$ cat config.mk
export PLATFORM = sky130hd
export DESIGN_NAME = ulx3s_clk_reset_sequencer
export DESIGN_NICKNAME = d
export VERILOG_FILES = /design/src/rtl/ulx3s_clk_reset_sequencer.sv
export SDC_FILE = /design/constraint.sdc
export NUM_CORES = 1
export LEC_CHECK = 0
export CORE_MARGIN = 5
export CORE_UTILIZATION = 60
export CTS_CLUSTER_DIAMETER = 60
export CTS_CLUSTER_SIZE = 28
export DETAILED_ROUTE_END_ITERATION = 6
export DONT_BUFFER_PORTS = 1
export PLACE_DENSITY = 0.75
export RECOVER_POWER = 25
export SETUP_SLACK_MARGIN = 0.3
export SYNTH_ARGS = -nofsm -noshare
export SYNTH_HDL_FRONTEND = slang
export SYNTH_SLANG_ARGS = --single-unit
$ cat constraint.sdc
create_clock -name clkin -period 2.9 [get_ports clkin]
set_input_delay 0.435 -clock clkin [delete_from_list [all_inputs] [get_ports clkin]]
set_output_delay 0.435 -clock clkin [all_outputs]
set_load 0.005 [all_outputs]
$ cat src/rtl/ulx3s_clk_reset_sequencer.sv
// ULX3S clock/reset sequencer: holds the PLL in reset, waits for a stable lock,
// then releases the downstream domain resets one by one. Lock loss or a soft
// reset request tears everything down again.

// One downstream domain reset bit. Clear wins over set; once set the bit
// stays high until cleared.
module ulx3s_crs_lane (
  input  logic clkin,
  input  logic rstn,
  input  logic clr,
  input  logic set,
  output logic rel_q
);
  logic rel_d;

  // next value of the released flag
  always_comb begin
    rel_d = rel_q;
    if (clr)      rel_d = 1'b0;
    else if (set) rel_d = 1'b1;
  end

  // released flag register
  always_ff @(posedge clkin or negedge rstn) begin
    if (!rstn) rel_q <= 1'b0;
    else       rel_q <= rel_d;
  end
endmodule

module ulx3s_clk_reset_sequencer #(
  parameter int N_DOMAINS      = 4,
  parameter int PLL_RST_CYCLES = 16,
  parameter int LOCK_TIMEOUT   = 65536,
  parameter int LOCK_STABLE    = 1024,
  parameter int STAGGER        = 8
) (
  input  logic                 clkin,
  input  logic                 rstn,
  input  logic                 pll_locked,
  input  logic                 soft_rst,
  output logic                 pll_rst,
  output logic [N_DOMAINS-1:0] domain_rstn,
  output logic                 ready,
  output logic [7:0]           fail_count,
  output logic [2:0]           state
);
  typedef enum logic [2:0] {
    S_PLL_RESET = 3'd0,
    S_WAIT_LOCK = 3'd1,
    S_STABLE    = 3'd2,
    S_RELEASE   = 3'd3,
    S_RUN       = 3'd4
  } state_e;

  // One shared counter; it only ever reaches (largest parameter - 1).
  localparam int MAX_A   = (PLL_RST_CYCLES > LOCK_TIMEOUT) ? PLL_RST_CYCLES : LOCK_TIMEOUT;
  localparam int MAX_B   = (LOCK_STABLE > STAGGER) ? LOCK_STABLE : STAGGER;
  localparam int CNT_MAX = (MAX_A > MAX_B) ? MAX_A : MAX_B;
  localparam int CW      = (CNT_MAX > 1) ? $clog2(CNT_MAX) : 1;

  localparam logic [CW-1:0] PRC_M1 = CW'(PLL_RST_CYCLES - 1);
  localparam logic [CW-1:0] LT_M1  = CW'(LOCK_TIMEOUT - 1);
  localparam logic [CW-1:0] LS_M1  = CW'(LOCK_STABLE - 1);
  localparam logic [CW-1:0] ST_M1  = CW'(STAGGER - 1);

  state_e               state_q, state_d;
  logic [CW-1:0]        cnt_q, cnt_d;
  logic [7:0]           fail_q, fail_d;
  logic [1:0]           sync_q, sync_d;
  logic                 lock_s;
  logic                 fail_inc, clr, first, step;
  logic [N_DOMAINS-1:0] rel_q, set;

  assign sync_d = {sync_q[0], pll_locked};
  assign lock_s = sync_q[1];

  // FSM next state, shared counter and domain release controls
  always_comb begin
    state_d  = state_q;
    cnt_d    = cnt_q;
    fail_inc = 1'b0;
    clr      = 1'b0;
    first    = 1'b0;
    step     = 1'b0;
    case (state_q)
      S_PLL_RESET: begin
        clr = 1'b1;
        if (cnt_q == PRC_M1) begin state_d = S_WAIT_LOCK; cnt_d = '0; end
        else cnt_d = cnt_q + CW'(1);
      end
      S_WAIT_LOCK: begin
        clr = 1'b1;
        if (lock_s) begin state_d = S_STABLE; cnt_d = '0; end
        else if (cnt_q == LT_M1) begin
          state_d = S_PLL_RESET; cnt_d = '0; fail_inc = 1'b1;
        end
        else cnt_d = cnt_q + CW'(1);
      end
      S_STABLE: begin
        clr = 1'b1;
        if (!lock_s) begin state_d = S_WAIT_LOCK; cnt_d = '0; end
        else if (cnt_q == LS_M1) begin
          state_d = S_RELEASE; cnt_d = '0; clr = 1'b0; first = 1'b1;
        end
        else cnt_d = cnt_q + CW'(1);
      end
      S_RELEASE: begin
        if (!lock_s) begin
          state_d = S_WAIT_LOCK; cnt_d = '0; clr = 1'b1; fail_inc = 1'b1;
        end
        else if (&rel_q) begin state_d = S_RUN; cnt_d = '0; end
        else if (cnt_q == ST_M1) begin step = 1'b1; cnt_d = '0; end
        else cnt_d = cnt_q + CW'(1);
      end
      S_RUN: begin
        if (!lock_s) begin
          state_d = S_WAIT_LOCK; cnt_d = '0; clr = 1'b1; fail_inc = 1'b1;
        end
      end
      default: begin
        state_d = S_PLL_RESET; cnt_d = '0; clr = 1'b1;
      end
    endcase
    // soft reset overrides everything except an in-progress PLL reset;
    // a simultaneous lock loss still counts as a failure
    if (soft_rst && state_q != S_PLL_RESET) begin
      state_d = S_PLL_RESET;
      cnt_d   = '0;
      clr     = 1'b1;
      first   = 1'b0;
      step    = 1'b0;
    end
    fail_d = (fail_inc && fail_q != 8'hFF) ? fail_q + 8'd1 : fail_q;
  end

  // state, counter, failure count and lock synchroniser registers
  always_ff @(posedge clkin or negedge rstn) begin
    if (!rstn) begin
      state_q <= S_PLL_RESET;
      cnt_q   <= '0;
      fail_q  <= '0;
      sync_q  <= '0;
    end else begin
      state_q <= state_d;
      cnt_q   <= cnt_d;
      fail_q  <= fail_d;
      sync_q  <= sync_d;
    end
  end

  // domain i releases on the stagger tick after domain i-1 is already high
  for (genvar i = 0; i < N_DOMAINS; i++) begin : g_lane
    if (i == 0) begin : g_first
      assign set[i] = first;
    end else begin : g_next
      assign set[i] = step & rel_q[i-1];
    end
    ulx3s_crs_lane u_lane (
      .clkin (clkin),
      .rstn  (rstn),
      .clr   (clr),
      .set   (set[i]),
      .rel_q (rel_q[i])
    );
  end

  assign domain_rstn = rel_q;
  assign pll_rst     = (state_q == S_PLL_RESET);
  assign ready       = (state_q == S_RUN);
  assign fail_count  = fail_q;
  assign state       = state_q;
endmodule

==> qor.yml <==
grt:
  grt_pass1_wl_mm: 5.88
  first_global_vias: 1293
  antenna_found_initial: 0
  globalRouteOverflowTotal: 0
  grt_usage_pct: 17.9
  grt_max_degree: 34
cts:
  cts_root_buf: "clkbuf_4"
  cts_resized: 0
  cts_setup_buffers: 0
  cts_made_buffers: 5
  cts_buffer_depth: 2
  clock-sinks: 33
  path_clk_slew_ns: 0.10
  cts.htree.levels: 2
  cts_tree: "done"
  clk_latency_ns: 0.34
synth:
  ys_ff_latch: 33
  postSynthCellCount: 182
  synthArstFlopShare_pct: 100
  synth.distinct_cells: 45
  synth-edff-count: 0
  synth_warnings: 0
  synth_seq_area_share_pct: 46.3
  synth_area_sq_um: 1780
  synth_area_per_cell_sq_um: 9.80
  synthFlopType: "dfrtp_1"
  synth_fp_nets: 188
floorplanning:
  die-width_microns: 64.5
  io_pins: 21
  fp.coreArea_sq_um: 2810
  die_h_microns: 64.5
  start_util_pct: 63.6
  rows: 19
  die-area_sq_um: 4160
worst_setup_path:
  path_class: "register to register"
  path_max_fanout: 11
  required_ns: 3.13
  cp_data_arrival_time_ns: 2.61
  endpoint_kind: "register"
  crit_path_start_kind: "register"
detailed_routing:
  drc: 0
  avgViaCountPerCell: 6.22
  wl_per_cell_microns: 15.5
  drt_iter0_drc: 107
  ant_nets: 0
  routed_wl_mm: 3.36
  vias: 1349
  drtPass1Iterations: 4
timing:
  worst_slack_ns: 0.513
  drv_slew: 34
  tightestPinTransition_ns: 1.68
  setup_viol: 0
  hold_viol_final: 0
  clock.fmax_ghz: 0.419
  slew-limit-headroom_pct: -11.7
  timing.final.crit_share_pct: 82.3
  setup_tns_ns: 0
  fin_skew_ns: 0.0109
  layout_min_cycle_time_ns: 2.39
  rsz0062_at_grt: "false"
run_status:
  status: "complete, but fails checks"
  violations: "capacitance limit, slew limit"
min_path:
  min_path_type: "primary input to register"
final_layout:
  drive_gt1_share_pct: 8.06
  antenna_cells: 0
  fin_nets: 191
  area_delta_synth_final_pct: 3.51
placement:
  place.gp.congestion: 0.898
  dp_hpwl_mm: 2.38
  port_buffers: 0
  pre_cts_ws_ns: 0.523
job:
  cap_viol_max_count: 1
power:
  p_total_mw: 1.10
  power_per_cell_area_nw_per_um2: 595
  p_leak_nw: 0.874
  ir_drop_v: 0.000429
routing by layer:
layer  global-route usage, %  routed length, microns  up-vias
met5                       0                       0        -
met4                    7.65                      57        0
li1                        -                       -      659
met2                    30.0                    1590       46
met1                    20.8                    1500      639
met3                    6.39                     216        5
cells by family (layout without fill, tap and decap cells):
logic type	count (synthesis)	count (layout)	share of synthesized area, %
XOR/XNOR	17	17	8.34
AND/OR/NAND/NOR	85	85	27.1
flip-flops	33	33	46.3
adder cells (fa/ha/maj)	2	2	1.40
AO/OA/AOI/OAI	29	29	11.1
multiplexers	3	3	1.82
buffers and inverters	13	17	4.00
flip-flops by register name (all words and copies together), names as in the netlist:
register             flops
g_lane.u_lane.rel_q      4
state                    3
cnt_q                   16
fail_count               8
sync_q                   2
critical path, cell delays in order, from the launching register on:
cell,delay (ns)
dfrtp_1,0.39
ha_1,0.23
nand3_1,0.19
nor4_2,0.41
o22ai_1,0.17
o311a_1,0.52
a21o_1,0.21
a22o_1,0.17
power breakdown:
part           internal [mW]  switching (mW)  leakage [nW]  total [mW]
combinational          0.116           0.150         0.393       0.266
clock                 0.0922           0.154        0.0320       0.246
sequential             0.511          0.0756         0.449       0.587
total                  0.719           0.379         0.874        1.10
cell type report:
| class | instances | area [sq um] |
|---|---|---|
| inverters | 6 | 22.5 |
| clock buffers | 6 | 41.3 |
| clock inverters | 2 | 10.0 |
| repair buffers | 3 | 21.3 |
| well taps | 31 | 38.8 |
| flip-flops and latches | 33 | 826 |
| fillers | 235 | 958 |
| multi-input cells | 136 | 887 |
timing repair:
action / 4_1_cts / 5_1_grt
endpoints found under the hold margin: 33 / 0
hold buffers: 2 / 0
setup endpoints to repair: 0 / 0
placed cells by master, fill, tap and decap left out, drive strengths merged, types with 2 or more instances in the layout:
cell type  instances
nor2              21
nand3             12
nor2b              4
and3               4
mux2               2
or4                2
nand4              8
o21ai              4
xnor2              7
a22o               2
nand2             13
nor3               2
and2               4
a21o               4
dfrtp             33
ha                 2
nand3b             2
clkbuf             7
and4               2
nor4               3
nand2b             3
xor2              10
a21oi              6
inv                6
a31oi              5
clkinv             2
per-stage QoR:
step | util (%) | instances | instance area, sq um | hold slack (ns)
2_1_floorplan | - | 182 | 1780 | 0.139
3_3_place_gp | 63.5 | 207 | 1780 | 0.140
3_5_place_dp | 63.5 | 207 | 1780 | 0.140
4_1_cts | 66.4 | 217 | 1860 | 0.0905
5_1_grt | 65.8 | 217 | 1850 | 0.0826
6_report | 65.8 | 217 | 1850 | 0.112
synthesized netlist by cell type (2+ instances only):
library cell | count | area share (%)
buf_4 | 4 | 1.7
a21oi_1 | 6 | 1.7
xor2_1 | 10 | 4.9
nand3_1 | 12 | 3.4
xnor2_1 | 7 | 3.4
nand3b_1 | 2 | 0.84
mux2_2 | 2 | 1.3
inv_1 | 6 | 1.3
and3_1 | 4 | 1.4
a31oi_1 | 5 | 1.8
nor2_1 | 20 | 4.2
and4_1 | 2 | 0.98
nand2_1 | 13 | 2.7
nor2b_1 | 4 | 1.4
dfrtp_1 | 33 | 46
a21o_1 | 4 | 1.7
nor3_1 | 2 | 0.56
nand4_1 | 8 | 2.8
nand2b_1 | 3 | 1.1
and2_1 | 4 | 1.4
ha_1 | 2 | 1.4
clkbuf_1 | 2 | 0.42
o21ai_0 | 4 | 1.1
a22o_1 | 2 | 0.98
worst paths after layout:
check / startpoint / end / slack [ns] / depth (start not counted)
min in group asynchronous: rstn / sync_q[1] / 1.09 / 2
max in group asynchronous: rstn / cnt_q[3] / 0.84 / 2
min reg2reg: sync_q[0] / sync_q[1] / 0.37 / 0
max reg2reg: cnt_q[0] / cnt_q[3] / 0.51 / 7
min: pll_locked / sync_q[0] / 0.11 / 0
max: cnt_q[0] / cnt_q[3] / 0.51 / 7
(Power assumes the default switching activity.)
